$ cat src/rtl/uart_transmitter.sv
// uart_transmitter: ready/valid byte sink that serialises each accepted byte
// as an 8N1 frame on SOut (start bit, 8 data bits LSB first, stop bit).
// Every output comes straight from a flop, so DataIn and DataInValid have no
// combinational path to DataInReady or SOut.
//
// Optional build macro:
//   UART_TX_PARITY_EN - when defined, an even-parity bit is inserted between
//                       data bit 7 and the stop bit, which stretches the frame
//                       to 11 symbols. When undefined, no parity state or
//                       parity storage is built.
module uart_transmitter #(
    parameter int CLOCK_FREQ = 50_000_000,
    parameter int BAUD_RATE  = 115_200
) (
    input  logic       CLK,
    input  logic       reset,
    input  logic [7:0] DataIn,
    input  logic       DataInValid,
    output logic       DataInReady,
    output logic       SOut
);

    // Clock cycles per serial symbol. This must be at least 2.
    localparam int SYMBOL_EDGE_TIME = CLOCK_FREQ / BAUD_RATE;

    // The cycle counter is just wide enough to hold 0..SYMBOL_EDGE_TIME-1.
    localparam int CYCLE_W = (SYMBOL_EDGE_TIME > 1) ? $clog2(SYMBOL_EDGE_TIME) : 1;
    localparam logic [CYCLE_W-1:0] LAST_CYCLE = CYCLE_W'(SYMBOL_EDGE_TIME - 1);

`ifdef UART_TX_PARITY_EN
    typedef enum logic [2:0] {
        IDLE,
        START,
        DATA,
        PARITY,
        STOP
    } state_t;
`else
    typedef enum logic [1:0] {
        IDLE,
        START,
        DATA,
        STOP
    } state_t;
`endif

    state_t             state_reg,     state_next;
    logic [CYCLE_W-1:0] cycle_cnt_reg, cycle_cnt_next;
    logic [2:0]         bit_cnt_reg,   bit_cnt_next;
    logic [7:0]         shift_reg,     shift_next;
    logic               sout_reg,      sout_next;
    logic               ready_reg,     ready_next;
`ifdef UART_TX_PARITY_EN
    // Parity is captured when the byte is accepted, because the shift
    // register loses the original byte as its bits are shifted out.
    logic               parity_reg,    parity_next;
`endif

    // This is high on the last cycle of the current symbol.
    logic bit_done;
    assign bit_done = (cycle_cnt_reg == LAST_CYCLE);

    assign DataInReady = ready_reg;
    assign SOut        = sout_reg;

    // State register. Reset is asynchronous, so an active reset forces the
    // line high and ready high at once, even in the middle of a frame.
    always_ff @(posedge CLK or posedge reset) begin
        if (reset) begin
            state_reg     <= IDLE;
            cycle_cnt_reg <= '0;
            bit_cnt_reg   <= '0;
            shift_reg     <= '0;
            sout_reg      <= 1'b1;
            ready_reg     <= 1'b1;
`ifdef UART_TX_PARITY_EN
            parity_reg    <= 1'b0;
`endif
        end else begin
            state_reg     <= state_next;
            cycle_cnt_reg <= cycle_cnt_next;
            bit_cnt_reg   <= bit_cnt_next;
            shift_reg     <= shift_next;
            sout_reg      <= sout_next;
            ready_reg     <= ready_next;
`ifdef UART_TX_PARITY_EN
            parity_reg    <= parity_next;
`endif
        end
    end

    // Next-state logic. The value for SOut is computed one cycle ahead, so
    // that each symbol appears on the registered line exactly on its boundary.
    always_comb begin
        state_next     = state_reg;
        cycle_cnt_next = cycle_cnt_reg;
        bit_cnt_next   = bit_cnt_reg;
        shift_next     = shift_reg;
        sout_next      = sout_reg;
        ready_next     = ready_reg;
`ifdef UART_TX_PARITY_EN
        parity_next    = parity_reg;
`endif

        // Outside IDLE the cycle counter runs continuously and wraps on every
        // symbol boundary. It is never reloaded from anywhere else, so the bit
        // timing cannot drift during a frame.
        if (state_reg != IDLE) begin
            cycle_cnt_next = bit_done ? '0 : cycle_cnt_reg + 1'b1;
        end

        case (state_reg)
            IDLE: begin
                sout_next      = 1'b1;
                ready_next     = 1'b1;
                cycle_cnt_next = '0;
                bit_cnt_next   = '0;
                // Handshake. The start bit appears on the line in the next cycle.
                if (DataInValid && ready_reg) begin
                    state_next = START;
                    shift_next = DataIn;
                    sout_next  = 1'b0;
                    ready_next = 1'b0;
`ifdef UART_TX_PARITY_EN
                    parity_next = ^DataIn;
`endif
                end
            end

            START: begin
                if (bit_done) begin
                    state_next   = DATA;
                    bit_cnt_next = '0;
                    sout_next    = shift_reg[0];
                end
            end

            DATA: begin
                if (bit_done) begin
                    if (bit_cnt_reg == 3'd7) begin
`ifdef UART_TX_PARITY_EN
                        state_next = PARITY;
                        sout_next  = parity_reg;
`else
                        state_next = STOP;
                        sout_next  = 1'b1;
`endif
                    end else begin
                        // Bit 1 of the current register becomes bit 0 after
                        // the shift, so put it on the line now.
                        bit_cnt_next = bit_cnt_reg + 3'd1;
                        shift_next   = {1'b0, shift_reg[7:1]};
                        sout_next    = shift_reg[1];
                    end
                end
            end

`ifdef UART_TX_PARITY_EN
            PARITY: begin
                if (bit_done) begin
                    state_next = STOP;
                    sout_next  = 1'b1;
                end
            end
`endif

            STOP: begin
                sout_next = 1'b1;
                // Ready rises together with the return to IDLE. A byte that is
                // already waiting can therefore be accepted on the first idle cycle.
                if (bit_done) begin
                    state_next = IDLE;
                    ready_next = 1'b1;
                end
            end

            default: begin
                state_next     = IDLE;
                sout_next      = 1'b1;
                ready_next     = 1'b1;
                cycle_cnt_next = '0;
                bit_cnt_next   = '0;
            end
        endcase
    end

endmodule

$ cat config.mk
export PLATFORM = sky130hd
export DESIGN_NAME = uart_transmitter
export DESIGN_NICKNAME = d
export VERILOG_FILES = /design/src/rtl/uart_transmitter.sv
export SDC_FILE = /design/constraint.sdc
export NUM_CORES = 1
export LEC_CHECK = 0
export CORE_MARGIN = 2
export CORE_UTILIZATION = 45
export DETAILED_ROUTE_END_ITERATION = 10
export PLACE_DENSITY = 0.68
export SYNTH_ARGS = -nofsm -noshare
export SYNTH_HDL_FRONTEND = slang
export SYNTH_SLANG_ARGS = --single-unit
$ cat constraint.sdc
create_clock -name CLK -period 1.67 [get_ports CLK]
set_input_delay 0.334 -clock CLK [delete_from_list [all_inputs] [get_ports CLK]]
set_output_delay 0.334 -clock CLK [all_outputs]
set_load 0.005 [all_outputs]
==> flow_summary.ini, run 1 <==
[outcome]
run_status = finished with violations
violations = setup timing

[final_layout]
largest_reg_flops = 9
nets = 181
final_area_mm2 = 0.001851
post-route-util_pct = 67.11
drive_gt1_share_pct = 43.13
multi_input_area_um2 = 767.0
stdcell_count = 191
final_common_cell = buf_4
fillCellCount = 237
antenna_cells = 0
syn2layout_area_growth_pct = 41.40
regArea_um2 = 603.1
final_cell_mix = 29 x buf_4, 22 x dfrtp_1, 11 x nor2_1

[routing]
first_pass_iters = 4
vias_per_cell = 5.094
finalWirelength_um = 2602
routedWlPerCell_um = 13.62
drcViolationCount = 0
ant_nets = 0
vias = 973
first_iter_violations = 9

[place]
dp.cells = 178
gp_congestion = 0.9253
place_hpwl_um = 1941
portBuffers = 12
place_area_mm2 = 0.001713

[power]
power.leakage_nw = 0.8324
total_power_w = 0.001092
power.share.combinational_pct = 5.9
power.switching_w = 0.0002167
clkPwrFrac_pct = 39.5
power_density_mw_per_mm2 = 590.0
vdd_ir_drop_max_mv = 0.4339
pwr-share-seq_pct = 54.5
swShare_pct = 19.85
intPower_w = 0.0008751

[timing]
worst_pin_slew_ns = 0.3136
period_share_pct = 103.9
finalMaxSlewViolations = 0
holdWs_ns = 0.3238
setup_ws_ns = -0.06581
hold_viol_final = 0
min_period_ns = 1.736
setup_viol_count_final = 9
rsz0062_at_grt = yes
slew_headroom_pct = 79.09
fmax_ghz = 0.5761
skew_ns = 0.001916

[setup_path]
reg2reg_depth = 7
path_class = register to register
worst_ep_required_time_ns = 1.90
path_cells = ha_2 -> ha_4 -> nor2b_4 -> a31oi_4 -> a21oi_4 -> buf_12 -> mux2_4
crit_slowest_cell = dfrtp_1
critPathMaxStageDelay_ns = 0.40
crit_fanout = 8
endpoint_kind = register
crit_path_start_kind = register
worst_ep_arrival_time_ns = 1.97

[floorplanning]
rows = 19
die_w_um = 57.93
start_util_pct = 47.46
die-area_mm2 = 0.003356
io_pins = 13
core-area_mm2 = 0.002758
die_h_um = 57.93

[global_routing]
top_usage_layer = met2
grt_pass1_vias = 1045
grt_antenna_before_repair = 0
grt_overflow_total = 0
use_met1_pct = 24.09
grt_pass1_wl_um = 4671
grtUsageTotal_pct = 18.66
grt_max_degree = 25
use_met2_pct = 30.84
gr-usage-met3_pct = 2.009

[synth]
syn-cell-area_mm2 = 0.001309
syn_avg_cell_area_um2 = 11.28
synth_seq_area_share_pct = 46.08
synth-seq-cells = 24
ys_types = 31
yosys_warnings = 0
syn_nets = 136
synthCells = 116

[cts]
cts_tree = yes
cts_buffer_depth = 2
clkTransAtPathRegs_ns = 0.14
hold_buffers = 0
cts_num_sinks = 24
root_buffer = clkbuf_4
htree_levels = 1
clk_latency_ns = 0.33
cts_buffers = 3

[hold_path]
worst_hold_path_type = primary input to asynchronous set/reset pin

[job]
cap_violations = 0
per-layer routing:
layer,vias to the layer above,wire length (µm)
met5,-,0
met4,0,70
met3,5,60
met2,15,1243
met1,464,1228
li1,489,-
critical path, delay by kind of cell, from the launching register on:
| kind | cells | cell delay [ns] |
|---|---|---|
| simple gates | 1 | 0.14 |
| fa+ha+maj | 2 | 0.38 |
| buf+inv | 1 | 0.15 |
| compound gates | 2 | 0.26 |
| mux | 1 | 0.30 |
| flops | 1 | 0.40 |
logic make-up after synthesis:
logic type      share of synthesized area (%)
fa+ha+maj                               8.604
mux                                     15.58
buf+inv                                 3.155
xor+xnor                                4.685
compound gates                          8.127
simple gates                            13.77
flops                                   46.08
metrics by stage:
stage          setup TNS, ns  setup slack, ns
6_report             -0.4554         -0.06581
5_1_grt               -1.079          -0.1276
4_1_cts              -0.4466         -0.06740
3_5_place_dp         -0.5358         -0.07776
3_3_place_gp         -0.3875         -0.05489
2_1_floorplan       -0.06044        -0.008326
layout make-up:
| type | count | area share (%) |
|---|---|---|
| multi-input cells | 81 | 41.45 |
| inverters | 9 | 1.826 |
| clock inverters | 1 | 1.623 |
| flip-flops and latches | 24 | 32.59 |
| clock buffers | 3 | 1.217 |
| repair buffers | 42 | 19.20 |
| well taps | 31 | 2.096 |
cells in the mapped netlist:
cell	instances	area, µm²
o21ai_0	4	20.02
xnor2_1	6	52.55
nand2_1	3	11.26
nand3b_1	1	7.510
mux2_4	1	15.01
a21oi_4	1	16.27
mux2_2	14	157.7
and2_1	1	6.260
or2b_1	1	7.510
ha_1	9	112.6
a31oi_1	2	12.51
nor3b_1	1	7.510
xor2_1	1	8.760
or3_1	1	6.260
nand2_2	1	6.260
mux2i_1	2	20.02
and4_1	1	8.760
a22o_2	2	20.02
a211oi_1	1	7.510
nand3_1	4	20.02
clkbuf_1	2	7.510
mux2_1	1	11.26
inv_1	9	33.78
dfstp_2	2	52.55
a21oi_1	4	20.02
nor4b_4	1	23.77
nor3_1	3	15.01
dfrtp_1	22	550.5
a221o_1	1	10.01
nor2b_1	3	18.77
nor2_1	11	41.29
path summary, 6_finish.rpt:
check | start | slack [ns] | endpoint
max | bit_cnt_reg[1]$_DFFE_PP0P_ | -0.07 | shift_reg[6]$_DFFE_PP0P_
min | reset | 0.32 | cycle_cnt_reg[0]$_DFF_PP0_
max reg2reg | bit_cnt_reg[1]$_DFFE_PP0P_ | -0.07 | shift_reg[6]$_DFFE_PP0P_
min reg2reg | SOut$_DFFE_PP1P_ | 0.48 | SOut$_DFFE_PP1P_
max in group asynchronous | reset | 1.05 | SOut$_DFFE_PP1P_
min in group CLK | SOut$_DFFE_PP1P_ | 0.48 | SOut$_DFFE_PP1P_
power by group through the flow:
stage,Clock (W),Sequential [W],Combinational (W)
CTS,0.000450,0.000596,0.0000663
finish,0.000432,0.000595,0.0000647
detailed placement,0,0.000606,0.0000663
floorplan,0,0.000604,0.0000327
global placement,0,0.000606,0.0000641
global route,0.000461,0.000597,0.0000714
timing repair:
item	in CTS	in global routing
setup endpoints to repair	11	19
gates resized for setup	6	3
setup buffers	8	1
pin swaps	1	1
Power figures use the tool's default switching activity.
==> inputs of run 2 (changes only) <==
Settings changed: CORE_ASPECT_RATIO set to 0.8, HOLD_SLACK_MARGIN set to 0.12.
==> flow_summary.ini, run 2 (synthesis results as in run 1) <==
[outcome]
run_status = finished with violations
violations = setup timing

[place]
dp.cells = 184
gp_congestion = 0.7808
pre_cts_ws_ns = -0.07937
place_hpwl_um = 1958
portBuffers = 12

[timing]
fmax_ghz = 0.5835
period_share_pct = 102.6
tns_ns = -0.2492
finalMaxSlewViolations = 0
hold_viol_final = 0
setup_ws_ns = -0.04384
min_period_ns = 1.714
slew_headroom_pct = 79.98
skew_ns = 0.002560
worst_pin_slew_ns = 0.3003
setup_viol_count_final = 7
rsz0062_at_grt = yes

[job]
cap_violations = 0

[routing]
first_iter_violations = 38
routedWlPerCell_um = 13.28
first_pass_iters = 4
vias_per_cell = 4.895
drcViolationCount = 0
ant_nets = 0
vias = 935
finalWirelength_um = 2537

[floorplanning]
die_w_um = 64.30
start_util_pct = 47.33
die_h_um = 52.24
io_pins = 13
rows = 17
core-area_mm2 = 0.002765
die-area_mm2 = 0.003358

[cts]
clkTransAtPathRegs_ns = 0.13
cts_buffers = 3
clk_latency_ns = 0.31
hold_buffers = 0
root_buffer = clkbuf_4
cts_tree = yes
cts_num_sinks = 24
cts_buffer_depth = 2
htree_levels = 1

[global_routing]
grtUsageTotal_pct = 17.35
grt_max_degree = 25
grt_pass1_wl_um = 4360
grt_pass1_vias = 939
grt_overflow_total = 0
grt_antenna_before_repair = 0

[setup_path]
worst_ep_arrival_time_ns = 1.93
crit_fanout = 8
path_class = register to register
worst_ep_required_time_ns = 1.88
endpoint_kind = register
crit_path_start_kind = register

[power]
vdd_ir_drop_max_mv = 0.3267
power_density_mw_per_mm2 = 538.6
power.leakage_nw = 0.7940

[final_layout]
antenna_cells = 0
stdcell_count = 191
nets = 174
syn2layout_area_growth_pct = 37.00
final_cell_mix = 22 x dfrtp_1, 22 x buf_4, 11 x nor2_1
largest_reg_flops = 9
drive_gt1_share_pct = 40.52

[hold_path]
worst_hold_path_type = primary input to asynchronous set/reset pin
## run 2: cell types whose count changed in the layout (fill, tap and decap cells not counted)
cell	change
bufinv_16	-1
mux2_2	-1
clkbuf_8	+1
buf_4	-7
and4_2	+1
and4_4	-1
mux2_4	+1
## run 2: metal layers
metal / share of wire [%] / track usage, % / routed length (µm) / vias up
met1: 51 / 24.90 / 1286 / 448
met3: 3.4 / 5.161 / 87 / 2
met4: 0.47 / 2.128 / 12 / 0
met5: 0 / 0 / 0 / -
li1: - / - / - / 473
met2: 45 / 26.91 / 1150 / 12
## run 2: report_power, final
part           internal [W]  total (W)  switching, W  leakage, nW
Sequential         0.000590   0.000595    0.00000548        0.293
Clock              0.000133   0.000305      0.000172       0.0210
Combinational     0.0000420  0.0000649     0.0000229        0.480
Total              0.000765   0.000966      0.000200        0.794
## run 2: critical path, cell delays in order (launching register included)
cell	delay, ns
dfrtp_1	0.41
ha_2	0.20
ha_4	0.18
nor2b_4	0.13
a31oi_4	0.10
a21oi_4	0.14
buf_12	0.15
mux2_4	0.30
## run 2: path summary, 6_finish.rpt
path	from	end	slack (ns)	cells past startpoint
max	bit_cnt_reg[0]$_DFFE_PP0P_	shift_reg[1]$_DFFE_PP0P_	-0.04	7
min	reset	cycle_cnt_reg[8]$_DFF_PP0_	0.35	3
max reg2reg	bit_cnt_reg[0]$_DFFE_PP0P_	shift_reg[1]$_DFFE_PP0P_	-0.04	7
min reg2reg	SOut$_DFFE_PP1P_	SOut$_DFFE_PP1P_	0.48	2
max in group asynchronous	reset	SOut$_DFFE_PP1P_	1.04	3
min in group CLK	SOut$_DFFE_PP1P_	SOut$_DFFE_PP1P_	0.48	2
## run 2: layout make-up
cell class / instances / area, µm²
fillers: 226 / 972.2
multi-input cells: 81 / 769.5
flip-flops and latches: 24 / 603.1
repair buffers: 35 / 302.8
well taps: 38 / 47.55
clock buffers: 4 / 36.28
inverters: 9 / 33.78
## run 2: stage by stage
| stage | util, % | power, W | cell area [µm²] | hold slack (ns) |
|---|---|---|---|---|
| 6_report | 64.84 | 0.0009657 | 1793 | 0.3461 |
| 4_1_cts | 64.12 | 0.0009842 | 1773 | 0.3498 |
| 5_1_grt | 64.84 | 0.001015 | 1793 | 0.3674 |
| 3_3_place_gp | 61.99 | 0.0006699 | 1714 | 0.4701 |
| 2_1_floorplan | - | 0.0006366 | 1393 | 0.3471 |
| 3_5_place_dp | 61.99 | 0.0006721 | 1714 | 0.4685 |
## run 2: timing repair
action                                 4_1_cts  5_1_grt
buffers inserted                             2        1
gates resized for setup                      6        3
endpoints found under the hold margin        0        0
gates cloned                                 0        0
pin swaps                                    4        0
setup endpoints to repair                   11       14
==> RTL edit 1: new RTL, flow settings as in run 2 <==
Change the parameter `BAUD_RATE` from 115_200 to 57_600.
--- a/src/rtl/uart_transmitter.sv
+++ b/src/rtl/uart_transmitter.sv
@@ -10,7 +10,7 @@
 //                       parity storage is built.
 module uart_transmitter #(
     parameter int CLOCK_FREQ = 50_000_000,
-    parameter int BAUD_RATE  = 115_200
+    parameter int BAUD_RATE  = 57_600
 ) (
     input  logic       CLK,
     input  logic       reset,
Formal check against the unedited RTL: same outputs for any inputs over 10 cycles, from zero or initial values and one cycle with reset high; that may be too few to reach the edited logic, so the function may still have changed.
==> RTL edit 1 against run 2 <==
  * The flow still finishes with violations (setup timing)
  * Via count up 25%
  * Hold slack better by 0.070 ns
  * First-iteration DRC count up 58%
  * Clock skew up 0.0014 ns
  * Setup slack worse by 0.15 ns
  * Power up 4.7%
  * Sequential cell count up 1
  * Synthesized area up 1.9%
  * Wire length up 25%
  * Design area up 4.9%
  * Largest power group unchanged
==> RTL edit 1: results <==
[global_route]
gr-usage-met1_pct = 28.2
grt_usage_pct = 20.3
grt_pass1_wl_um = 5260
met3_usage_pct = 3.87

[place]
dpl.cell_count = 202
place_area_um2 = 1710
pre_cts_ws_ns = -0.236
dp_hpwl_um = 2180

[routing]
post_drt_via_cell_ratio = 5.49
met1Wirelength_um = 1560
drtIter0Drc = 60

[timing]
fin_skew_ns = 0.00400
setup_ws_ns = -0.196
setup_violations = 9

[synth]
syn_inst = 128
yosysUniqueCellTypes = 35
synthXorXnorAreaFrac_pct = 5.25
netlist_top_cells_count = 23 x dfrtp_1, 13 x nor2_1, 10 x nand2_1
yosysSeqAreaShare_pct = 47.1
synth_fa_ha_area_share_pct = 6.57

[final_layout]
largest_reg_flops = 10
final_cells = 213
fin_nets = 194
layout-drive-gt1-share_pct = 34.3

[power_and_ir_drop]
vdd_drop_max_v = 0.000391

[run_status]
violations = setup timing
status = complete, but fails checks

[critical_path]
critical_path_arrival_ns = 2.03
cp_max_fo = 3
r2r_start = state_reg[0]

[clock_tree]
clockRootBuffer = clkbuf_8
clk_pin_slew_worst_paths_ns = 0.09
-- RTL edit 1: changes by cell type in the layout (fill, tap and decap cells not counted), moves of 4 or more --
| cell | run 2 | this run |
|---|---|---|
| ha_1 | 5 | 1 |
| buf_4 | 22 | 32 |
| nand2_1 | 3 | 9 |
| mux2_2 | 7 | 0 |
| o221a_1 | 0 | 7 |
| mux2_4 | 9 | 2 |
| or3_1 | 1 | 8 |
| nand3_1 | 4 | 9 |
| nand4_1 | 0 | 5 |
| xor2_1 | 1 | 5 |
-- RTL edit 1: final timing paths --
check / end / slack [ns] / depth (start not counted)
min reg2reg: bit_cnt_reg[2] / 0.55 / 2
max reg2reg: state_reg[1] / -0.20 / 6
max: state_reg[1] / -0.20 / 6
min: cycle_cnt_reg[0] / 0.42 / 3
min in group CLK: bit_cnt_reg[2] / 0.55 / 2
max in group asynchronous: SOut / 0.96 / 3
-- RTL edit 1: critical path, stage by stage, from the launching register on --
cell and delay (ns):
dfrtp_1 0.40, inv_2 0.05, ha_2 0.18, or3_1 0.37
a222oi_1 0.29, buf_4 0.18, mux2_4 0.29
-- RTL edit 1: cell type report --
cell class / instances / area [um^2] / share of cell area (%)
flip-flops and latches: 25 / 628 / 33.4
multi-input cells: 94 / 751 / 39.9
clock buffers: 3 / 41.3 / 2.20
repair buffers: 46 / 383 / 20.4
clock inverters: 1 / 7.51 / 0.399
well taps: 38 / 47.5 / 2.53
inverters: 6 / 22.5 / 1.20
-- RTL edit 1: report_power, final --
| part | internal (mW) | switching, mW |
|---|---|---|
| clock | 0.169 | 0.200 |
| sequential | 0.605 | 0 |
| combinational | 0.0219 | 0.0152 |
==> RTL edit 2: new RTL, settings of run 2 <==
Made on the original files. The 4 states of `state_t` get a one-hot encoding in 4 bits.
--- a/src/rtl/uart_transmitter.sv
+++ b/src/rtl/uart_transmitter.sv
@@ -36,11 +36,11 @@
         STOP
     } state_t;
 `else
-    typedef enum logic [1:0] {
-        IDLE,
-        START,
-        DATA,
-        STOP
+    typedef enum logic [3:0] {
+        IDLE  = 4'b0001,
+        START = 4'b0010,
+        DATA  = 4'b0100,
+        STOP  = 4'b1000
     } state_t;
 `endif
 
Function: same outputs for any inputs over 10 cycles, from zero or initial values and one cycle with reset high; not proved beyond that.
==> RTL edit 2 against run 2 <==
  * The flow still finishes with violations (setup timing)
  * Wire length grew 10%
  * Die area up 6.2%
  * Power grew 13%
  * Count of clock-buffer cells in the layout is the same
  * Utilization is 3.7 points lower
  * Sequential cell count increased by 2
  * Synthesized cell count is 5.2% higher
  * Hold slack gained 0.059 ns
  * Synthesized area grew 6.7%
  * Setup slack got worse by 0.058 ns
  * Design area rose by 2.9%
  * Largest power group unchanged
==> RTL edit 2: results <==
[run_status]
status = complete, but fails checks
violations = setup timing

[power_and_ir_drop]
p_sw_mw = 0.216
combPwrFrac_pct = 4.7
vdd_drop_max_v = 0.000533
power.leakage_nw = 0.869
clkPwrFrac_pct = 37.6

[critical_path]
slowest_stage = or4b_4
crit_family = multiplexers
crit_start = state_reg[2]
reg2reg_slack_ns = -0.10
r2r_cells = 4
cp_max_fo = 6
r2r_start = state_reg[2]
cpPeakStageDelay_ns = 0.51
crit_end = shift_reg[6]
critical_path_arrival_ns = 1.94

[routing]
wl_met3_um = 99
wl_per_cell_um = 14.1
drtIter0Drc = 55
wl_met2_um = 1330
post_drt_via_cell_ratio = 5.08
met1Wirelength_um = 1330

[synth]
synth.net_count = 137
async_flop_share_pct = 100
yosysSeqAreaShare_pct = 46.9
synthXorXnorAreaFrac_pct = 5.65
synth_compound_area_share_pct = 10.2
synth_fa_ha_area_share_pct = 3.58
yosysWarnings = 0
yosysUniqueCellTypes = 35
synthMuxAreaShare_pct = 14.0
yosys-top-cells-area = dfrtp_1 41%, mux2_4 7.5%, mux2_2 6.5%, dfstp_2 5.6%, nor2_1 3.8%
netlist_top_cells_count = 23 x dfrtp_1, 14 x nor2_1, 8 x mux2_2

[global_route]
met2_usage_pct = 26.8
grt_pass1_wl_um = 4560
met3_usage_pct = 5.02
grt_max_degree = 27
grt_pass1_vias = 1001
grt_usage_pct = 17.4
gr-usage-met1_pct = 23.9

[place]
place_congestion = 0.879
dp_hpwl_um = 2030
portBuffers = 12
place_area_um2 = 1700

[timing]
setup_violations = 8
setup_ws_ns = -0.102
holdWs_ns = 0.405
max_slew_margin_pct = 76.3
fin_skew_ns = 0.00564

[clock_tree]
post_cts_resized = 11
clockRootBuffer = clkbuf_8
clk_latency_ns = 0.28
clk_pin_slew_worst_paths_ns = 0.09
post_cts_buffers = 1

[final_layout]
layout-drive-gt1-share_pct = 38.6
fin_nets = 174
num-fill-cells = 254
-- RTL edit 2: cell count changes in the layout (fill, tap and decap cells not counted), moves of 3 or more --
cell      delta
nor2_1       +3
clkbuf_8     +3
nand2_1      +3
a22o_1       +3
ha_4         -3
clkbuf_4     -3
inv_1        -4
-- RTL edit 2: stage by stage --
step                std cells  worst slack, ns  TNS, ns  power, mW  utilization [%]
floorplan                 122           -0.107   -0.750      0.663                -
global placement          191          -0.0922   -0.575      0.692             56.2
detailed placement        191           -0.138   -0.881      0.694             56.2
CTS                       196          -0.0887   -0.495       1.11             60.1
global route              198           -0.123   -0.852       1.14             61.1
finish                    198           -0.102   -0.574       1.09             61.1
-- RTL edit 2: area by class of cell --
type                            count  share of cell area (%)
Multi-Input combinational cell     89                    41.2
Sequential cell                    26                    35.5
Timing Repair Buffer               36                    17.0
Clock buffer                        4                    2.99
Tap cell                           40                    2.71
Inverter                            3                   0.611
